$ cat src/rtl/mac_dot_unit.sv
// Pipelined signed dot-product engine: LANES products per beat, accumulated per
// packet, one result per packet over valid/ready with optional saturation.
module mac_dot_unit #(
  parameter int unsigned DATA_W = 8,
  parameter int unsigned ACC_W  = 32,
  parameter int unsigned LANES  = 4,
  parameter bit          SAT    = 1'b1
) (
  input  logic                    clk,
  input  logic                    rst,
  input  logic                    in_valid,
  output logic                    in_ready,
  input  logic [LANES*DATA_W-1:0] in_a,
  input  logic [LANES*DATA_W-1:0] in_b,
  input  logic                    in_last,
  output logic                    out_valid,
  input  logic                    out_ready,
  output logic [ACC_W-1:0]        out_acc,
  output logic                    out_ovf
);

  localparam int unsigned PROD_W = 2 * DATA_W;
  localparam int unsigned SUM_W  = ACC_W + 1;

  if (ACC_W < PROD_W + $clog2(LANES)) begin : g_acc_w_check
    $error("mac_dot_unit: ACC_W too narrow for DATA_W and LANES");
  end

  logic                     stall;
  logic                     s1_valid;
  logic                     s1_last;
  logic signed [PROD_W-1:0] s1_prod [LANES];

  logic signed [SUM_W-1:0]  sum;
  logic signed [SUM_W-1:0]  base;
  logic signed [SUM_W-1:0]  nxt;
  logic [ACC_W-1:0]         res;
  logic [ACC_W-1:0]         acc;
  logic                     first;
  logic                     ovf_pkt;
  logic                     ovf;
  logic                     beat;

  // A held result blocks both pipeline stages and the input.
  assign stall    = out_valid && !out_ready;
  assign in_ready = !stall;
  assign beat     = !stall && s1_valid;

  // Stage 1: per-lane signed products.
  always_ff @(posedge clk) begin
    if (rst) begin
      s1_valid <= 1'b0;
      s1_last  <= 1'b0;
      for (int unsigned i = 0; i < LANES; i++) begin
        s1_prod[i] <= '0;
      end
    end else if (!stall) begin
      s1_valid <= in_valid;
      s1_last  <= in_last;
      for (int unsigned i = 0; i < LANES; i++) begin
        s1_prod[i] <= PROD_W'($signed(in_a[i*DATA_W +: DATA_W]))
                    * PROD_W'($signed(in_b[i*DATA_W +: DATA_W]));
      end
    end
  end

  // Stage 2 datapath: lane sum, accumulate one bit wide, then clamp or wrap.
  always_comb begin
    sum = '0;
    for (int unsigned i = 0; i < LANES; i++) begin
      sum = sum + SUM_W'(s1_prod[i]);
    end
    base = first ? '0 : SUM_W'($signed(acc));
    nxt  = base + sum;
    ovf  = nxt[SUM_W-1] != nxt[SUM_W-2];
    res  = nxt[ACC_W-1:0];
    if (SAT && ovf) begin
      res = nxt[SUM_W-1] ? {1'b1, {(ACC_W-1){1'b0}}} : {1'b0, {(ACC_W-1){1'b1}}};
    end
  end

  // Stage 2 state: running accumulator, sticky overflow and result register.
  always_ff @(posedge clk) begin
    if (rst) begin
      acc       <= '0;
      first     <= 1'b1;
      ovf_pkt   <= 1'b0;
      out_valid <= 1'b0;
      out_acc   <= '0;
      out_ovf   <= 1'b0;
    end else begin
      if (beat) begin
        if (s1_last) begin
          acc     <= '0;
          first   <= 1'b1;
          ovf_pkt <= 1'b0;
          out_acc <= res;
          out_ovf <= ovf_pkt | ovf;
        end else begin
          acc     <= res;
          first   <= 1'b0;
          ovf_pkt <= ovf_pkt | ovf;
        end
      end
      if (beat && s1_last) begin
        out_valid <= 1'b1;
      end else if (out_ready) begin
        out_valid <= 1'b0;
      end
    end
  end

endmodule

$ cat config.mk
export PLATFORM = sky130hd
export DESIGN_NAME = mac_dot_unit
export DESIGN_NICKNAME = d
export VERILOG_FILES = /design/src/rtl/mac_dot_unit.sv
export SDC_FILE = /design/constraint.sdc
export NUM_CORES = 1
export LEC_CHECK = 0
export BUFFER_PORTS_ARGS = -buffer_cell sky130_fd_sc_hd__buf_4
export CAP_MARGIN = 30
export CELL_PAD_IN_SITES_DETAIL_PLACEMENT = 0
export CELL_PAD_IN_SITES_GLOBAL_PLACEMENT = 1
export CORE_MARGIN = 2
export CORE_UTILIZATION = 35
export CTS_CLUSTER_DIAMETER = 200
export CTS_CLUSTER_SIZE = 12
export DETAILED_ROUTE_END_ITERATION = 12
export GPL_TIMING_DRIVEN = 0
export PLACE_DENSITY_LB_ADDON = 0.15
export SLEW_MARGIN = 15
export SYNTH_ARGS = -nofsm -noshare
export SYNTH_HDL_FRONTEND = slang
export SYNTH_SLANG_ARGS = --single-unit
$ cat constraint.sdc
create_clock -name clk -period 15.4 [get_ports clk]
set_input_delay 1.54 -clock clk [delete_from_list [all_inputs] [get_ports clk]]
set_output_delay 1.54 -clock clk [all_outputs]
set_load 0.005 [all_outputs]
==> results.toml, run 1 <==
[logic_synthesis]
yosysUniqueCellTypes = 59
synth_flop_cell = "dfxtp_1"
ys_seq_area_share_pct = 17.6
syn-num-nets = 2533
synth_top_area_share_pct = 33.4
synth-seq-cells = 134
synth_top_area_cell = "fa_1"
synthCells = 2000
synth_edf_count = 64
netlist_area_mm2 = 0.0189
synth_warnings = 0
async_flop_share_pct = 0
syn_area_per_cell_um2 = 9.43
synth_area_leaders = "fa_1, edfxtp_1, ha_1"

[global_route]
antenna_found_initial = 1
grt_pass1_vias = 14335
grt_max_degree = 42
grt_first_pass_wirelength_mm = 75.9
overflow = 0
grt_use_total_pct = 17.2

[clock_tree]
cts_tree = "built"
clock_path_buffers = 2
clockRootBuffer = "clkbuf_16"
cts-buffers-inserted = 17
clk-insertion-delay-late_ps = 450
cts_max_level = 4
post_cts_buffers = 0
ctsHoldBuffers = 0
post_cts_resized = 0
clock_sinks = 134
clk_pin_slew_ps = 60

[die]
io_pins = 104
die_h_um = 236
initial_core_util_pct = 35.3
dieArea_mm2 = 0.0558
num_rows = 85
coreArea_mm2 = 0.0535
die-width_um = 236

[finish]
insertedDiodeCount = 0
fin_cells = 2836
post-route-util_pct = 39.6
area_growth_pct = 12.4
drive_gt1_share_pct = 7.76
fillCellCount = 5436
fin_nets = 2660

[sta]
worst_pin_slew_ps = 994
tns_ps = 0
rsz0062_at_grt = "no"
slew_violations = 0
relSlewSlack_pct = 33.7
fmax_mhz = 160
fin_crit_sh_pct = 40.5
fin_crit_ps = 6240
hold_viol_final = 0
skew_ps = 18.9
setup_viol_count_final = 0
final.setup.worst_slack_ps = 9160

[route]
drtIter0Drc = 470
drtPass1Iterations = 5
wirelength_mm = 45.1
drc = 0
vias_per_cell = 4.66
vias = 13215
wl_per_cell_um = 15.9
drtAntennaViolNets = 0

[critical_path]
path_cells = "clkbuf_1, nand2b_1, fa_1, fa_1, fa_1, inv_1, ha_1, fa_1, a21oi_1, o211ai_1, nand4_1, a21oi_1, a21o_1, a311oi_2, xnor2_1, buf_2, buf_1, buf_2, a21oi_1, o21ai_0"
path_buf_inv = 5
crit_fanout = 10
setup.worst_path.class = "reg2reg"
crit_required_ps = 15760
reg2reg_depth = 20
slowest_stage = "buf_1"
cp_num_cells = 20
critical_path_arrival_ps = 6600
crit_top_cell = "fa_1"
slowest_delay_ps = 560
path_delay_family = "adder cells"
startpoint_type = "register"
critPathCaptureType = "register"

[place]
hpwl_mm = 38.4
dpl.cell_count = 2804
dp_slack_ps = 8940
place_congestion = 0.851
io_buffer_count = 103

[min_path]
min_path_cells = 2
hold_class = "reg2reg"

[status]
outcome = "finished, final reports clean"

[flow_run]
cap_violations = 0
-- final cells by class --
| cell class | count | area [um2] | area share, % |
|---|---|---|---|
| Clock inverter | 14 | 149 | 0.703 |
| Buffer | 42 | 188 | 0.886 |
| Tap cell | 696 | 871 | 4.11 |
| Clock buffer | 18 | 429 | 2.03 |
| Multi-Input combinational cell | 1330 | 13500 | 63.7 |
| Sequential cell | 134 | 3320 | 15.7 |
| Inverter | 494 | 1850 | 8.75 |
| Timing Repair Buffer | 108 | 878 | 4.15 |
-- layout by cell type (no fill, tap or decap), drive strengths merged, types with 3 or more instances in the layout --
| master | n |
|---|---|
| a2111oi | 3 |
| a31oi | 7 |
| mux2i | 3 |
| buf | 124 |
| o41ai | 3 |
| o21bai | 3 |
| fa | 315 |
| and2 | 168 |
| nand2 | 136 |
| nand3 | 10 |
| clkinvlp | 4 |
| clkbuf | 44 |
| a211oi | 5 |
| xnor2 | 63 |
| nand4 | 4 |
| nand2b | 57 |
| a21o | 29 |
| clkinv | 4 |
| or3 | 3 |
| o211ai | 7 |
| a21oi | 64 |
| and3 | 10 |
| inv | 498 |
| edfxtp | 64 |
| nor2 | 78 |
| ha | 149 |
| dfxtp | 70 |
| a22o | 16 |
| o21a | 11 |
| o21ai | 63 |
| nor3 | 11 |
| nor2b | 20 |
| xor2 | 33 |
| maj3 | 16 |
| a221o | 20 |
-- sequential cells by signal, summed over array words and instances, names as in the netlist --
signal	count
acc	32
ovf_pkt	1
s1_last	1
out_acc	32
first	1
s1_prod	64
s1_valid	1
out_ovf	1
out_valid	1
-- kinds of logic (layout without fill, tap and decap cells) --
| group | Yosys count | in the layout | synth area share (%) |
|---|---|---|---|
| compound gates | 248 | 248 | 8.99 |
| xor+xnor | 96 | 96 | 4.46 |
| fa+ha+maj | 480 | 480 | 44.2 |
| buf+inv | 536 | 676 | 10.8 |
| flops | 134 | 134 | 17.6 |
| mux | 3 | 3 | 0.159 |
| simple gates | 503 | 503 | 13.8 |
-- through the flow --
step           hold slack [ps]  instance area (um2)
6_report                   454                21200
5_1_grt                    484                21200
4_1_cts                    458                21200
3_5_place_dp               445                20600
3_3_place_gp               434                20500
2_1_floorplan              417                18900
-- per-layer routing --
metal  GRT usage [%]  vias to the layer above  share of wire [%]
li1                -                     6420                  -
met1            23.7                     6606                 48
met2            29.1                      145                 48
met3            1.52                       44                1.9
met4            4.38                        0                1.7
met5               0                        -                  0
-- synthesized netlist by cell type, types with 7 or more instances --
| library cell | number |
|---|---|
| inv_1 | 494 |
| fa_1 | 315 |
| and2_1 | 168 |
| ha_1 | 149 |
| nand2_1 | 135 |
| nor2_1 | 78 |
| dfxtp_1 | 70 |
| edfxtp_1 | 64 |
| a21oi_1 | 63 |
| xnor2_1 | 63 |
| o21ai_0 | 62 |
| nand2b_1 | 57 |
| xor2_1 | 33 |
| a21o_1 | 29 |
| clkbuf_1 | 25 |
| a221o_1 | 20 |
| nor2b_1 | 20 |
| a22o_1 | 16 |
| maj3_1 | 16 |
| buf_2 | 11 |
| nor3_1 | 11 |
| o21a_1 | 11 |
| and3_1 | 10 |
| nand3_1 | 10 |
| a31oi_1 | 7 |
| o211ai_1 | 7 |
-- path summary, 6_finish.rpt --
path	startpoint	to	slack, ps
max	first	acc[29]	9160
min	acc[30]	acc[30]	450
max reg2reg	first	acc[29]	9160
min reg2reg	acc[30]	acc[30]	450
-- worst reg2reg max path: cells and delay by family (launching register included) --
| kind | cells | cell delay (ps) |
|---|---|---|
| AO/OA/AOI/OAI | 7 | 1500 |
| XOR/XNOR | 1 | 170 |
| adder cells (fa/ha/maj) | 5 | 2090 |
| buffers and inverters | 5 | 1550 |
| flip-flops | 1 | 460 |
| AND/OR/NAND/NOR | 2 | 360 |
Power of run 1 is left out: the tool's default activity adds up to more than one toggle a clock period on the data nets, which glitch-free logic cannot reach.
==> run 2, diff against run 1 <==
==> constraint.sdc (replaced) <==
create_clock -name clk -period 6.4 [get_ports clk]
set_input_delay 0.64 -clock clk [delete_from_list [all_inputs] [get_ports clk]]
set_output_delay 0.64 -clock clk [all_outputs]
set_load 0.005 [all_outputs]
==> run 2 against run 1 <==
Net effect:
- core utilization is essentially flat
- largest cell class unchanged
- first-iteration DRC count shrank 0.21%
- worst hold slack lost 18 ps
- design area is essentially flat
- sequential share of layout area is essentially flat
- sequential cell count is the same
- via count is essentially flat
- global-route usage is the same
- register-to-register slack lost 8700 ps
- critical path type unchanged
- critical path depth is the same
- highest routed layer unchanged
- die area is the same
- count of clock-buffer cells in the layout is the same
==> results.toml, run 2 (synthesized netlist as in run 1, its figures left out) <==
[finish]
reg.largest.list = "s1_prod x64, acc x32, out_acc x32"
drive_gt1_share_pct = 7.85
largest_reg_flops = 64
fin_nets = 2660
multiInputGateArea_mm2 = 0.0135
area_growth_pct = 12.4
layout_common_cells = "inv_1, fa_1, and2_1"
fillCellCount = 5435
regMostFlops = "s1_prod"
insertedDiodeCount = 0
regArea_mm2 = 0.00332
final_common_cell = "inv_1"
fin_area_mm2 = 0.0212

[global_route]
overflow = 0
grt_first_pass_wirelength_mm = 75.9
antenna_found_initial = 1
grt_max_degree = 42
grt_pass1_vias = 14335
grt_use_total_pct = 17.2

[critical_path]
crit_top_cell = "fa_1"
setup.worst_path.class = "reg2reg"
path_buf_inv = 5
startpoint_type = "register"
critical_path_arrival_ps = 6330
slowest_delay_ps = 490
crit_required_ps = 6760
slowest_stage = "fa_1"
path_delay_family = "adder cells"
crit_fanout = 10
path_cells = "clkbuf_1, nand2b_1, fa_1, fa_1, fa_1, inv_1, ha_1, fa_1, a21oi_1, o211ai_1, nand4_1, a21oi_1, a21o_1, a311oi_2, xnor2_1, buf_2, clkbuf_2, buf_2, a21oi_1, o21ai_0"
critPathCaptureType = "register"

[route]
wirelength_mm = 45.1
vias_per_cell = 4.66
drtAntennaViolNets = 0
drtPass1Iterations = 5
drtIter0Drc = 469
wl_per_cell_um = 15.9
drc = 0
vias = 13220

[clock_tree]
clk-insertion-delay-late_ps = 450
clock_sinks = 134
ctsHoldBuffers = 0
cts_tree = "built"
cts_max_level = 4
cts-buffers-inserted = 17
clock_path_buffers = 2
post_cts_resized = 0
clk_pin_slew_ps = 60
clockRootBuffer = "clkbuf_16"
post_cts_buffers = 0

[sta]
slew_violations = 0
fmax_mhz = 167
relSlewSlack_pct = 31.8
worst_pin_slew_ps = 1020
hold_viol_final = 0
fin_crit_ps = 5980
skew_ps = 18.9
rsz0062_at_grt = "no"
final.setup.worst_slack_ps = 424
fin_crit_sh_pct = 93.4
setup_viol_count_final = 0

[place]
dp_slack_ps = 233
hpwl_mm = 38.4
placedInstanceArea_mm2 = 0.0206
place_congestion = 0.851
io_buffer_count = 103

[flow_run]
cap_violations = 0

[die]
initial_core_util_pct = 35.3
num_rows = 85
die-width_um = 236
dieArea_mm2 = 0.0558
io_pins = 104
coreArea_mm2 = 0.0535
die_h_um = 236

[status]
outcome = "finished, final reports clean"

[min_path]
hold_class = "in2reg"
## run 2: changes by cell type in the layout (fill, tap and decap cells not counted)
| cell | previous run | this run |
|---|---|---|
| clkbuf_2 | 1 | 3 |
| buf_1 | 2 | 1 |
| clkbuf_1 | 26 | 25 |
## run 2: per-layer routing
layer	part of all wire, %	routed length, um	vias to the layer above	GRT usage [%]
met5	0	0	-	0
met4	1.7	745	0	4.38
met3	2.0	880	44	1.52
met2	48	21700	149	29.1
met1	48	21800	6609	23.7
li1	-	-	6418	-
## run 2: cell type report
cell class                      instances  share of cell area [%]
Buffer                                 42                   0.897
Clock buffer                           18                    2.03
Clock inverter                         14                   0.703
Inverter                              494                    8.75
Multi-Input combinational cell       1330                    63.7
Sequential cell                       134                    15.7
Tap cell                              696                    4.11
Timing Repair Buffer                  108                    4.15
## run 2: tightest hold or removal path, stage by stage
cell,delay [ps]
buf_4,80
mux2i_1,50
nor2_1,70
## run 2: worst paths after layout
check | start | to | slack, ps | cells past startpoint
setup / recovery | first | acc[29] | 420 | 20
hold / removal | in_valid | s1_valid | 440 | 3
setup reg to reg | first | acc[29] | 420 | 20
hold reg to reg | acc[30] | acc[30] | 450 | 2
## run 2: metrics by stage
step,instances,setup TNS (ps),hold slack [ps],utilization [%]
finish,2836,0,436,39.6
global route,2836,0,451,39.6
CTS,2836,0,413,39.6
detailed placement,2804,0,445,38.5
global placement,2799,-52.6,434,38.3
floorplan,2000,0,417,-
Power of run 2 is left out for the same reason.
==> run 3, diff against run 2 <==
--- a/config.mk
+++ b/config.mk
@@ -9,6 +9,7 @@
 export CAP_MARGIN = 30
 export CELL_PAD_IN_SITES_DETAIL_PLACEMENT = 0
 export CELL_PAD_IN_SITES_GLOBAL_PLACEMENT = 1
+export CORE_ASPECT_RATIO = 0.6
 export CORE_MARGIN = 2
 export CORE_UTILIZATION = 35
 export CTS_CLUSTER_DIAMETER = 200
==> run 3 against run 2 <==
Net effect:
- core utilization rose by 0.56 points
- die area rose by 0.11%
- count of clock-buffer cells in the layout fell by 1
- global-route usage rose by 0.79 points
- highest routed layer unchanged
- routed wire length rose by 5.0%
- largest cell class unchanged
- critical path type unchanged
==> results.toml, run 3 (synthesized netlist as in run 1, its figures left out) <==
[status]
outcome = "finished, final reports clean"

[route]
drtAntennaViolNets = 0
wl_per_cell_um = 16.6
drtIter0Drc = 776
vias_per_cell = 4.63
vias = 13177
drtPass1Iterations = 5
wirelength_mm = 47.4
drc = 0

[critical_path]
critPathCaptureType = "register"
setup.worst_path.class = "reg2reg"
crit_required_ps = 6760
critical_path_arrival_ps = 6370
slowest_stage = "fa_1"
startpoint_type = "register"
path_cells = "clkbuf_1, nand2b_1, fa_1, inv_1, fa_1, inv_1, fa_1, inv_1, ha_1, buf_2, nand4_1, a211o_1, o21a_1, o21ai_4, a41oi_4, o31ai_4, xnor2_1, buf_2, buf_1, a21oi_1, o21ai_0"
slowest_delay_ps = 580
crit_fanout = 11

[finish]
reg.largest.list = "s1_prod x64, acc x32, out_acc x32"
layout_common_cells = "inv_1, fa_1, and2_1"
final_common_cell = "inv_1"
fin_area_mm2 = 0.0212
drive_gt1_share_pct = 7.94
largest_reg_flops = 64
fin_nets = 2660
regMostFlops = "s1_prod"
regArea_mm2 = 0.00332
fillCellCount = 5348
area_growth_pct = 12.6
multiInputGateArea_mm2 = 0.0135
post-route-util_pct = 40.2

[clock_tree]
clock_path_buffers = 2
cts_max_level = 4
clk-insertion-delay-late_ps = 440
clock_sinks = 134
clk_pin_slew_ps = 70
cts-buffers-inserted = 17
cts_tree = "built"
clockRootBuffer = "clkbuf_16"

[sta]
rsz0062_at_grt = "no"
hold_viol_final = 0
fmax_mhz = 166
skew_ps = 11.6
final.setup.worst_slack_ps = 390
fin_crit_sh_pct = 93.9
worst_pin_slew_ps = 848
fin_crit_ps = 6010
slew_violations = 0
relSlewSlack_pct = 43.5
setup_viol_count_final = 0

[die]
num_rows = 65
initial_core_util_pct = 35.7
die_h_um = 184
dieArea_mm2 = 0.0558
coreArea_mm2 = 0.0529
io_pins = 104
die-width_um = 304

[place]
hpwl_mm = 40.9
dp_slack_ps = 103
io_buffer_count = 103
placedInstanceArea_mm2 = 0.0206
place_congestion = 0.837

[flow_run]
cap_violations = 0

[min_path]
hold_class = "in2reg"

[global_route]
grt_first_pass_wirelength_mm = 78.1
antenna_found_initial = 0
grt_pass1_vias = 13764
overflow = 0
grt_max_degree = 49
grt_use_total_pct = 18.0
-- run 3: cell count changes in the layout (fill, tap and decap cells not counted), sizes merged --
cell,previous run,this run
bufinv,2,1
inv,498,505
diode,0,2
clkbuf,45,44
clkinvlp,4,1
clkinv,4,2
-- run 3: worst paths after layout --
check,startpoint,cells past startpoint,endpoint,slack (ps)
setup / recovery,first,21,acc[29],390
hold / removal,in_last,3,s1_last,430
setup reg to reg,first,21,acc[29],390
hold reg to reg,acc[30],2,acc[30],450
-- run 3: layer usage --
| metal | vias up | wire length [um] | track usage, % |
|---|---|---|---|
| li1 | 6414 | - | - |
| met1 | 6535 | 27100 | 30.0 |
| met2 | 212 | 18500 | 25.3 |
| met3 | 16 | 1500 | 1.63 |
| met4 | 0 | 229 | 2.19 |
| met5 | - | 0 | 0 |
-- run 3: what timing repair did --
action | CTS | global route
hold buffers | 0 | 0
setup endpoints to repair | 0 | 23
buffers inserted | 0 | 0
gates resized for setup | 0 | 6
-- run 3: critical path: cells and delay by family, from the launching register on --
family                   cells  cell delay, ps
adder cells (fa/ha/maj)      4            1810
flip-flops                   1             390
buffers and inverters        7            1440
AND/OR/NAND/NOR              2             440
XOR/XNOR                     1             240
AO/OA/AOI/OAI                7            1590
-- run 3: cell type report --
class	count	area share, %
inverters	494	8.73
repair buffers	108	4.17
well taps	703	4.14
clock inverters	15	0.819
clock buffers	17	2.00
flip-flops and latches	134	15.6
multi-input cells	1330	63.6
diodes	2	0.0236
plain buffers	42	0.901
-- run 3: stage by stage --
step                setup TNS [ps]  hold slack [ps]  cells
floorplan                        0              417   2000
global placement              -128              433   2806
detailed placement               0              443   2811
CTS                              0              419   2843
global route                     0              442   2843
finish                           0              431   2845
Power of run 3 is left out for the same reason.
